### src/rtl/mon_uart_dump.sv
// Debug-dump UART transmitter: sends a captured 32-bit word as 8 uppercase ASCII hex
// characters, MSB nibble first, optionally followed by CR LF, on an 8N1 line.
module mon_uart_dump #(
  parameter int unsigned CLKS_PER_BIT = 868,
  parameter int unsigned NEWLINE      = 1
) (
  input  logic        CLK100MHZ,
  input  logic        reset,
  input  logic        start,
  input  logic [31:0] data,
  output logic        busy,
  output logic        done,
  output logic        tx
);

  localparam int unsigned NCHARS = (NEWLINE != 0) ? 10 : 8;
  localparam int unsigned BW     = (CLKS_PER_BIT > 1) ? $clog2(CLKS_PER_BIT) : 1;

  typedef enum logic [1:0] {IDLE, START, DATA, STOP} state_t;

  state_t        state;
  logic [31:0]   shadow;
  logic [3:0]    char_idx;
  logic [2:0]    bit_idx;
  logic [BW-1:0] baud;

  logic [3:0]    nib_c;
  logic [7:0]    char_c;
  logic          baud_end_c;

  // Character currently being framed: hex digit of the selected nibble, or CR/LF.
  always_comb begin
    nib_c = 4'h0;
    case (char_idx[2:0])
      3'd0: nib_c = shadow[31:28];
      3'd1: nib_c = shadow[27:24];
      3'd2: nib_c = shadow[23:20];
      3'd3: nib_c = shadow[19:16];
      3'd4: nib_c = shadow[15:12];
      3'd5: nib_c = shadow[11:8];
      3'd6: nib_c = shadow[7:4];
      3'd7: nib_c = shadow[3:0];
      default: nib_c = 4'h0;
    endcase
    if (char_idx == 4'd8)
      char_c = 8'h0D;
    else if (char_idx == 4'd9)
      char_c = 8'h0A;
    else if (nib_c < 4'd10)
      char_c = 8'h30 + 8'(nib_c);
    else
      char_c = 8'h37 + 8'(nib_c);
  end

  assign baud_end_c = (baud == BW'(CLKS_PER_BIT - 1));

  // tx is registered and loaded on each state transition so bit edges land exactly.
  always_ff @(posedge CLK100MHZ) begin
    if (reset) begin
      state    <= IDLE;
      shadow   <= '0;
      char_idx <= '0;
      bit_idx  <= '0;
      baud     <= '0;
      busy     <= 1'b0;
      done     <= 1'b0;
      tx       <= 1'b1;
    end else begin
      done <= 1'b0;
      case (state)
        IDLE: begin
          tx <= 1'b1;
          if (start) begin
            shadow   <= data;
            char_idx <= '0;
            bit_idx  <= '0;
            baud     <= '0;
            busy     <= 1'b1;
            tx       <= 1'b0;
            state    <= START;
          end
        end
        START: begin
          if (baud_end_c) begin
            baud    <= '0;
            bit_idx <= '0;
            tx      <= char_c[0];
            state   <= DATA;
          end else begin
            baud <= baud + BW'(1);
          end
        end
        DATA: begin
          if (baud_end_c) begin
            baud <= '0;
            if (bit_idx == 3'd7) begin
              tx    <= 1'b1;
              state <= STOP;
            end else begin
              bit_idx <= bit_idx + 3'd1;
              tx      <= char_c[bit_idx + 3'd1];
            end
          end else begin
            baud <= baud + BW'(1);
          end
        end
        STOP: begin
          if (baud_end_c) begin
            baud <= '0;
            if (char_idx == 4'(NCHARS - 1)) begin
              busy  <= 1'b0;
              done  <= 1'b1;
              tx    <= 1'b1;
              state <= IDLE;
            end else begin
              char_idx <= char_idx + 4'd1;
              tx       <= 1'b0;
              state    <= START;
            end
          end else begin
            baud <= baud + BW'(1);
          end
        end
        default: state <= IDLE;
      endcase
    end
  end

endmodule

### config.mk
export PLATFORM = sky130hd
export DESIGN_NAME = mon_uart_dump
export DESIGN_NICKNAME = d
export VERILOG_FILES = /design/src/rtl/mon_uart_dump.sv
export SDC_FILE = /design/constraint.sdc
export NUM_CORES = 1
export LEC_CHECK = 0
export BUFFER_PORTS_ARGS = -buffer_cell sky130_fd_sc_hd__buf_2
export CELL_PAD_IN_SITES_DETAIL_PLACEMENT = 2
export CELL_PAD_IN_SITES_GLOBAL_PLACEMENT = 2
export CORE_ASPECT_RATIO = 1.25
export CORE_MARGIN = 2
export CORE_UTILIZATION = 36
export CTS_CLUSTER_DIAMETER = 50
export CTS_CLUSTER_SIZE = 14
export DETAILED_ROUTE_END_ITERATION = 10
export MAX_ROUTING_LAYER = met4
export PLACE_DENSITY = 0.85
export SLEW_MARGIN = 20
export SYNTH_ARGS = -nofsm -noshare
export SYNTH_HDL_FRONTEND = slang
export SYNTH_SLANG_ARGS = --single-unit
### constraint.sdc
create_clock -name CLK100MHZ -period 5.7 [get_ports CLK100MHZ]
set_clock_uncertainty 0.1 [all_clocks]
set_input_delay 1.14 -clock CLK100MHZ [delete_from_list [all_inputs] [get_ports CLK100MHZ]]
set_output_delay 1.14 -clock CLK100MHZ [all_outputs]
set_load 0.1 [all_outputs]
==> impl_metrics.json <==
{
  "drt_iter0_drc": 84,
  "avgRoutedWirePerCell_um": 16.9,
  "synth.avg_cell_area_um2": 7.69,
  "yosysTopAreaCellShare_pct": 37.9,
  "cts-resized-gates": 0,
  "holdPathStages": 2,
  "p_leak_nw": 1.25,
  "yosysSeqAreaShare_pct": 37.9,
  "tightest_slew_ps": 698,
  "period_needed_ps": 3430,
  "place_area_um2": 3090,
  "routedLengthMet1_mm": 3.63,
  "dr_wl_met3_um": 176,
  "critPathLaunchType": "flop",
  "slew_viol_final": 0,
  "viasPerCell": 5.57,
  "initial_core_util_pct": 36.8,
  "drc": 0,
  "drive_gt1_share_pct": 16.2,
  "clock-root-buffer": "clkbuf_8",
  "rows": 36,
  "synth.distinct_cells": 55,
  "synth_area_leaders": "dfxtp_1 38%, nand2_1 12%, a21oi_1 8.2%, ha_1 6.1%, nor2_1 4.6%",
  "ff2ff_path_depth": 12,
  "rsz0062_at_grt": "false",
  "maxCapViolations": 0,
  "fmax_mhz": 292,
  "post_cts_buffers": 0,
  "clock_latency_ps": 320,
  "yosys.area.top_type": "dfxtp_1",
  "p_per_area_nw_per_um2": 376,
  "grt_antenna_before_repair": 0,
  "ioPinCount": 38,
  "antenna_cells": 0,
  "wirelength_mm": 8.32,
  "die_h_um": 104,
  "track_usage_pct": 20.5,
  "worst-endpoint-arrival_ps": 3540,
  "grt_overflow": 0,
  "grt_pass1_wl_mm": 14.3,
  "slew_headroom_pct": 52.9,
  "synth_area_um2": 2850,
  "min_period_over_period_pct": 60.2,
  "end_kind": "flop",
  "grt_pass1_vias": 2933,
  "first_pass_iters": 4,
  "synth_edf_count": 0,
  "area_growth_pct": 11.7,
  "fin_tns_setup_ps": 0,
  "fp.dieArea_um2": 8660,
  "clockBufferDepth": 2,
  "htreeDepth": 2,
  "core_area_um2": 7750,
  "cts_tree": "done",
  "antenna_left": 0,
  "syn-num-nets": 420,
  "syn_inst": 371,
  "async_reset_ff_share_pct": 0,
  "clk_pin_slew_worst_paths_ps": 110,
  "layout.nets": 444,
  "path_max_fanout": 11,
  "setup_viol": 0,
  "hold_path_class": "flop to flop",
  "design_area_um2": 3190,
  "clock_sinks": 54,
  "place.gp.congestion": 0.810,
  "grt_max_degree": 56,
  "criticalPathCategory": "flop to flop",
  "ir_drop_mv": 0.134,
  "place_hpwl_mm": 6.11,
  "die_x_um": 83.6,
  "critPathRequiredTime_ps": 5820,
  "numCtsBuffers": 5,
  "synth_most_common_cell": "nand2_1",
  "hold_violations": 0,
  "synth_flop_cell": "dfxtp_1",
  "io_buffers": 37,
  "highest_layer": "met4",
  "ctsHoldBuffers": 0,
  "synth.cells.most_frequent": "91 x nand2_1, 54 x dfxtp_1, 47 x a21oi_1",
  "ys_warn_count": 0,
  "status": "complete, no violations",
  "vias": 2737,
  "wl_met2_mm": 4.41,
  "ys_ff_latch": 54
}
-- layout by cell type, fill, tap and decap left out, types with 3 or more instances in the layout --
master,instances
nand2_1,90
dfxtp_1,54
a21oi_1,47
buf_2,37
nor2_1,35
ha_1,14
o21ai_0,9
inv_1,8
mux2i_1,5
nand3_1,5
clkbuf_8,5
nor2b_1,4
nand2b_1,4
or2_2,4
nor4_1,4
and2_1,3
a222oi_1,3
mux2_2,3
nor3_1,3
a22oi_1,3
a31oi_1,3
o41ai_1,3
-- sequential cells by signal, indices dropped and copies added, names as in the netlist --
name and cells:
done 1, tx 1, bit_idx 3, state 2, busy 1, shadow 32
baud 10, char_idx 4
-- worst max-delay path, stage by stage, from the launching register on --
cell and delay (ps):
dfxtp_1 460, inv_1 110, ha_1 320, or3_1 440
a31oi_2 340, inv_1 150, ha_1 250, inv_1 120
nor4_1 80, a221oi_1 340, o41ai_1 150, a311o_1 340
o2bb2ai_1 120
-- where the power goes --
part	switching (mW)	internal, mW
Clock	0.146	0.0915
Combinational	0.324	0.158
Sequential	0.0439	0.435
-- cells by family (layout without fill, tap and decap cells) --
family                     Yosys count  after routing  synth area share [%]
xor gates and xnor gates             2              2                 0.614
DFF                                 54             54                  37.9
buffers and inverters               29             54                  3.86
AOI/OAI and AO/OA                   93             93                  21.0
muxes                                8              8                  2.94
and+or+nand+nor                    171            171                  27.6
adders and majority gates           14             14                  6.14
-- path summary, 6_finish.rpt --
check,startpoint,to,slack [ps]
min reg2reg,shadow[29],shadow[29],370
min,shadow[29],shadow[29],370
max,char_idx[1],tx,2270
max reg2reg,char_idx[1],tx,2270
-- per-stage QoR --
stage	cells	util, %	setup slack, ps	total power, mW	hold WS, ps
final	491	41.1	2270	1.20	370
after global routing	491	41.1	2040	1.30	401
after CTS	491	41.1	2260	1.22	375
after detailed placement	483	39.9	2360	0.969	352
after global placement	483	39.8	2610	0.945	348
after floorplan	371	-	2930	0.839	332
-- layer usage --
layer  track usage (%)  vias up
met5                 -        -
met3              2.79       10
met4              4.38        0
li1                  -     1339
met2              36.7       33
met1              24.2     1355
-- cell type report --
cell class / instances / area, um^2
clock buffers: 5 / 68.8
clock inverters: 3 / 28.8
fillers: 902 / 4560
inverters: 8 / 30.0
multi-input cells: 288 / 1670
flip-flops and latches: 54 / 1080
well taps: 95 / 119
repair buffers: 38 / 193
Note: power is estimated with default switching activity, not from simulation.
